$ cat src/rtl/dcache_responder.sv
// dcache_responder: direct-mapped, write-back, write-allocate data cache.
// Serves single-word loads and stores from the core. Misses fetch a 4-word line
// from backing memory, and dirty victims are written back before the refill.
module dcache_responder #(
    parameter  int LINES = 16,
    localparam int IDX_W = $clog2(LINES)
) (
    input  logic          clk,
    input  logic          reset,
    input  logic [31:0]   dcache_addr,
    input  logic          dcache_re,
    input  logic [3:0]    dcache_we,
    input  logic [31:0]   dcache_din,
    output logic [31:0]   dcache_dout,
    output logic          stall,
    output logic          mem_req_valid,
    input  logic          mem_req_ready,
    output logic          mem_req_rw,
    output logic [27:0]   mem_req_addr,
    output logic [127:0]  mem_req_data,
    input  logic          mem_resp_valid,
    input  logic [127:0]  mem_resp_data
);
    localparam int TAG_W = 28 - IDX_W;

    typedef enum logic [2:0] {IDLE, WB_REQ, RF_REQ, RF_WAIT, RESP} state_t;

    state_t               state_q, state_d;
    logic [127:0]         data_q [LINES];
    logic [TAG_W-1:0]     tag_q  [LINES];
    logic [LINES-1:0]     valid_q, dirty_q;

    logic [31:2]          req_addr_q, req_addr_d;
    logic [3:0]           req_we_q, req_we_d;
    logic [31:0]          req_din_q, req_din_d;
    logic [31:0]          dout_q, dout_d;
    logic                 stall_q, stall_d;
    logic                 mreq_valid_q, mreq_valid_d;
    logic                 mreq_rw_q, mreq_rw_d;
    logic [27:0]          mreq_addr_q, mreq_addr_d;
    logic [127:0]         mreq_data_q, mreq_data_d;

    // Array write port, shared by store hits and refill installs
    logic                 arr_we;
    logic [IDX_W-1:0]     arr_idx;
    logic [127:0]         arr_line;
    logic [TAG_W-1:0]     arr_tag;
    logic                 arr_dirty;

    logic [IDX_W-1:0]     in_idx, r_idx;
    logic [TAG_W-1:0]     in_tag, r_tag;
    logic [1:0]           in_word, r_word;
    logic [127:0]         in_line;
    logic                 in_store, in_req, in_hit;
    logic                 unused_addr_bits;

    assign in_idx   = dcache_addr[IDX_W+3:4];
    assign in_tag   = dcache_addr[31:IDX_W+4];
    assign in_word  = dcache_addr[3:2];
    assign in_line  = data_q[in_idx];
    assign in_store = |dcache_we;
    assign in_req   = dcache_re | in_store;
    assign in_hit   = valid_q[in_idx] && (tag_q[in_idx] == in_tag);
    assign r_idx    = req_addr_q[IDX_W+3:4];
    assign r_tag    = req_addr_q[31:IDX_W+4];
    assign r_word   = req_addr_q[3:2];
    assign unused_addr_bits = ^dcache_addr[1:0];

    // Byte-merge a store word into a line
    function automatic logic [127:0] merge(input logic [127:0] line, input logic [1:0] word,
                                           input logic [3:0] we, input logic [31:0] din);
        logic [127:0] l;
        l = line;
        for (int b = 0; b < 4; b++)
            if (we[b]) l[{word, 5'd0} + 7'(b*8) +: 8] = din[b*8 +: 8];
        return l;
    endfunction

    // Next-state, request sequencing and array-write decode
    always_comb begin
        state_d      = state_q;
        req_addr_d   = req_addr_q;
        req_we_d     = req_we_q;
        req_din_d    = req_din_q;
        dout_d       = dout_q;
        mreq_valid_d = mreq_valid_q;
        mreq_rw_d    = mreq_rw_q;
        mreq_addr_d  = mreq_addr_q;
        mreq_data_d  = mreq_data_q;
        arr_we       = 1'b0;
        arr_idx      = in_idx;
        arr_line     = in_line;
        arr_tag      = in_tag;
        arr_dirty    = 1'b0;
        unique case (state_q)
            IDLE: if (in_req && !stall_q) begin
                req_addr_d = dcache_addr[31:2];
                req_we_d   = dcache_we;
                req_din_d  = dcache_din;
                if (in_hit) begin
                    // Load (or pre-store word for stores) returned next cycle
                    dout_d = in_line[{in_word, 5'd0} +: 32];
                    if (in_store) begin
                        arr_we    = 1'b1;
                        arr_line  = merge(in_line, in_word, dcache_we, dcache_din);
                        arr_dirty = 1'b1;
                    end
                end else if (valid_q[in_idx] && dirty_q[in_idx]) begin
                    state_d      = WB_REQ;
                    mreq_valid_d = 1'b1;
                    mreq_rw_d    = 1'b1;
                    mreq_addr_d  = {tag_q[in_idx], in_idx};
                    mreq_data_d  = in_line;
                end else begin
                    state_d      = RF_REQ;
                    mreq_valid_d = 1'b1;
                    mreq_rw_d    = 1'b0;
                    mreq_addr_d  = dcache_addr[31:4];
                end
            end
            WB_REQ: if (mem_req_ready) begin
                state_d     = RF_REQ;
                mreq_rw_d   = 1'b0;
                mreq_addr_d = req_addr_q[31:4];
            end
            RF_REQ: if (mem_req_ready) begin
                state_d      = RF_WAIT;
                mreq_valid_d = 1'b0;
            end
            RF_WAIT: if (mem_resp_valid) begin
                state_d   = RESP;
                dout_d    = mem_resp_data[{r_word, 5'd0} +: 32];
                arr_we    = 1'b1;
                arr_idx   = r_idx;
                arr_tag   = r_tag;
                arr_dirty = |req_we_q;
                arr_line  = merge(mem_resp_data, r_word, req_we_q, req_din_q);
            end
            RESP:    state_d = IDLE;
            default: state_d = IDLE;
        endcase
        stall_d = (state_d != IDLE) && (state_d != RESP);
    end

    // Control state, valid/dirty bits and registered outputs
    always_ff @(posedge clk) begin
        if (reset) begin
            state_q      <= IDLE;
            valid_q      <= '0;
            dirty_q      <= '0;
            stall_q      <= 1'b0;
            dout_q       <= '0;
            mreq_valid_q <= 1'b0;
            mreq_rw_q    <= 1'b0;
            mreq_addr_q  <= '0;
            mreq_data_q  <= '0;
            req_addr_q   <= '0;
            req_we_q     <= '0;
            req_din_q    <= '0;
        end else begin
            state_q      <= state_d;
            stall_q      <= stall_d;
            dout_q       <= dout_d;
            mreq_valid_q <= mreq_valid_d;
            mreq_rw_q    <= mreq_rw_d;
            mreq_addr_q  <= mreq_addr_d;
            mreq_data_q  <= mreq_data_d;
            req_addr_q   <= req_addr_d;
            req_we_q     <= req_we_d;
            req_din_q    <= req_din_d;
            if (arr_we) begin
                valid_q[arr_idx] <= 1'b1;
                dirty_q[arr_idx] <= arr_dirty;
            end
        end
    end

    // Data and tag storage; contents only matter once valid is set
    always_ff @(posedge clk) begin
        if (arr_we && !reset) begin
            data_q[arr_idx] <= arr_line;
            tag_q[arr_idx]  <= arr_tag;
        end
    end

    assign dcache_dout   = dout_q;
    assign stall         = stall_q;
    assign mem_req_valid = mreq_valid_q;
    assign mem_req_rw    = mreq_rw_q;
    assign mem_req_addr  = mreq_addr_q;
    assign mem_req_data  = mreq_data_q;
endmodule
$ cat config.mk
export PLATFORM = sky130hd
export DESIGN_NAME = dcache_responder
export DESIGN_NICKNAME = d
export VERILOG_FILES = /design/src/rtl/dcache_responder.sv
export SDC_FILE = /design/constraint.sdc
export NUM_CORES = 2
export LEC_CHECK = 0
export CORE_UTILIZATION = 40
export CTS_BUF_LIST = sky130_fd_sc_hd__clkbuf_4
export DETAILED_ROUTE_END_ITERATION = 8
export DONT_BUFFER_PORTS = 1
export GPL_ROUTABILITY_DRIVEN = 0
export PLACE_DENSITY = 0.59
export SLEW_MARGIN = 30
export SYNTH_ARGS = -nofsm -noshare
export SYNTH_HDL_FRONTEND = slang
export SYNTH_SLANG_ARGS = --single-unit
export TNS_END_PERCENT = 100
$ cat constraint.sdc
create_clock -name clk -period 46.3 [get_ports clk]
set_input_delay 9.26 -clock clk [delete_from_list [all_inputs] [get_ports clk]]
set_output_delay 9.26 -clock clk [all_outputs]
set_load 0.01 [all_outputs]
==> metrics.txt <==
CTS Hold Bufs 0; core area 275000 µm²; Clock Latency Late Sink approximately 1.6 ns; Overall Power about 5.3 mW; DR DRC count 0; I/O Buffers 0; initial antenna violation count 60; Congestion Overflow GR 0; number of nets with antenna violations after routing 0; DR vias 64600; drt total wl 357 mm; die area 279000 µm²; max_slew headroom 21.5%; Max-Cap Viols 0; final std cell area, no fill 125000 µm²; status finished clean; CP max FO 98; Syn Nets 6169; met2 GRT Util 39.8%; Post-Syn Area 111000 µm²; TritonRoute pass-1 iters 9; Final HPWL DP roughly 210 mm; Final TNS setup 0 ns; met1 Use GR 32.2%; actual slew at the worst max-slew pin 1.17 ns; # Post-CTS Setup Buffers 0; io pins 392; Root Driver clkbuf_4; Yosys reg bits ~2700; Rows 192; Seq pwr share a little over half; number of global-route vias before repair 64400; Area growth syn-to-layout 12.9%; fin crit period 15.28 ns; slowest cell delay on critical path 0.85 ns; CP max-delay cell buf_4; kind of critical path in -> reg; WP data required roughly 47 ns; pre-CTS setup slack about 30 ns; VDD IR max 0.0000257 V; most common cell after layout, fill and taps aside edfxtp_1; Post-synth ARST share 0%; Final Cycle Share 33.0%; P_int 3.95 mW; Sw Pwr between 1 and 1.5 mW; register area roughly 80000 µm²; number of synthesized flops with an enable pin about 2400; Synth cell types 77; Logic pwr share approximately 7.7%; clock-pin slew on the worst setup and hold paths 0.06 ns; Num CTS Buffers 702; clock buffer depth 4; Avg Synthesized Cell Area 18.6 µm²; layout cells sized above 1 about a third; most frequent cells in the layout edfxtp_1, clkbuf_4, mux4_2; type of origin of the critical path input pin; RSZ-0062 raised after global routing false; placed inst area 116000 µm²; Layout Skew between 0.15 and 0.2 ns; LEAKAGE 39.8 nW; most frequent CP cell buf_4; worst setup margin between 30 and 40 ns; Slew Viols, Final 0; CP endpoint kind flip-flop; largest net degree at the start of global routing about 280; multi-input logic area 30600 µm²; synth warn 0; Max Freq between 0.06 and 0.07 GHz; CTS tree built; Vias/cell 6.03; Net Sw Frac 24.8%; routed wire length per instance ~33 µm; CP cell instances buf_16 -> buf_16 -> nor2b_1 -> a221oi_1 -> clkdlybuf4s15_2 -> a2111oi_2 -> nand4_1 -> nor4_2 -> buf_4 -> nand4_1 -> buf_4 -> a21o_1 -> buf_4 -> nor2_4 -> buf_12 -> buf_4; Final Hold Vio Count 0; H-tree levels 6; die height 528 µm; Most used DFF post-synth edfxtp_1; Initial Util about two fifths; clock power share 39.7%; Seq/Total Area, Yosys 71.2%; DR iter-0 viols 8015; Post-CTS Resized 0; first-pass GRT wire length 496 mm; nets ~6700; Hold Crit Class reg -> reg; Global Route met3 Usage approximately 6.3%; CP arrival 16.31 ns; busiest grt layer met2; Die Wd 528 µm; GRT Total Usage 25.3%; PwrDens 42.0 nW/µm²; Gate Count Post-Synth 5958; # setup viols final 0; CTS Sinks 2724; fillers 23700
-- critical path, delay by kind of cell --
family | cells | cell delay (ns)
AO/OA/AOI/OAI | 3 | 0.94
buffers and inverters | 8 | 3.62
AND/OR/NAND/NOR | 5 | 1.96
-- power groups by stage --
stage | logic, mW | clock network, mW | registers [mW]
after floorplan | 0.257 | 0 | 2.80
after global placement | 0.355 | 0 | 2.81
after detailed placement | 0.399 | 0 | 2.82
after CTS | 0.399 | 2.12 | 2.76
after global routing | 0.425 | 2.25 | 2.76
final | 0.406 | 2.09 | 2.76
-- cell families after synthesis --
kind of cell / count (synthesis) / synth area share (%)
fa+ha+maj: 10 / 0.113
compound gates: 688 / 4.65
flops: 2724 / 71.2
simple gates: 1107 / 4.37
buf+inv: 394 / 1.58
mux: 1019 / 18.0
xor+xnor: 16 / 0.126
-- metrics by stage --
stage | hold slack (ns) | std cells | utilization [%]
global placement | 0.469 | 9391 | 41.9
finish | 0.484 | 10700 | 45.6
global route | 0.489 | 10700 | 45.5
CTS | 0.478 | 10600 | 45.4
floorplan | 0.450 | 5958 | -
detailed placement | 0.470 | 9414 | 42.2
-- synthesized netlist by cell type, types with 12 or more instances --
| cell | count | share of area [%] |
|---|---|---|
| edfxtp_1 | 2432 | 66 |
| mux4_2 | 777 | 16 |
| nor2_1 | 424 | 1.4 |
| nand2_1 | 392 | 1.3 |
| dfxtp_1 | 292 | 5.3 |
| clkbuf_1 | 238 | 0.81 |
| mux2i_1 | 217 | 2.0 |
| a22oi_1 | 135 | 0.91 |
| a21oi_1 | 125 | 0.56 |
| o21ai_0 | 93 | 0.42 |
| buf_2 | 92 | 0.42 |
| a221o_1 | 77 | 0.70 |
| nand3_1 | 72 | 0.33 |
| a211oi_1 | 40 | 0.27 |
| nor3_1 | 39 | 0.18 |
| and2_1 | 34 | 0.19 |
| a31oi_1 | 29 | 0.16 |
| a311oi_2 | 28 | 0.38 |
| nand4_1 | 28 | 0.16 |
| a41oi_1 | 26 | 0.21 |
| mux2_2 | 25 | 0.25 |
| buf_1 | 24 | 0.081 |
| a311oi_1 | 21 | 0.17 |
| nor2b_1 | 21 | 0.12 |
| a211o_1 | 18 | 0.14 |
| and3_1 | 18 | 0.10 |
| o211ai_1 | 17 | 0.12 |
| buf_4 | 16 | 0.11 |
| nand2b_1 | 15 | 0.085 |
| xnor2_1 | 13 | 0.10 |
| buf_6 | 12 | 0.12 |
| o22ai_1 | 12 | 0.068 |
-- registers in the layout (all words and copies together), names as in the netlist, 4 cells and up --
signal        count
dirty_q          16
req_we_q          4
mem_req_addr     28
req_din_q        32
data_q         2048
tag_q           384
req_addr_q       30
dcache_dout      32
mem_req_data    128
valid_q          16
-- metal layers --
metal  share of wire [%]  vias to the layer above
met1                  38                    33900
met3                 9.7                      822
met2                  47                     3778
met4                 5.6                       30
met5               0.069                        -
li1                    -                    26100
-- final timing paths --
path,start,end,slack [ns],cells after the start
min,req_addr_q[26],req_addr_q[26],0.48,2
min reg2reg,req_addr_q[26],req_addr_q[26],0.48,2
max,dcache_addr[4],data_q[1][76],31.02,16
max reg2reg,tag_q[7][20],data_q[1][76],39.46,14
-- area by class of cell --
type	instances	area share, %
tap	3686	3.69
clock inverter	175	0.904
timing repair buffer	165	1.46
multi-input combinational	2840	24.4
sequential	2724	63.1
clock buffer	1047	6.28
antenna	71	0.142
inverter	10	0.0360
Note: power is estimated with default switching activity, not from simulation.
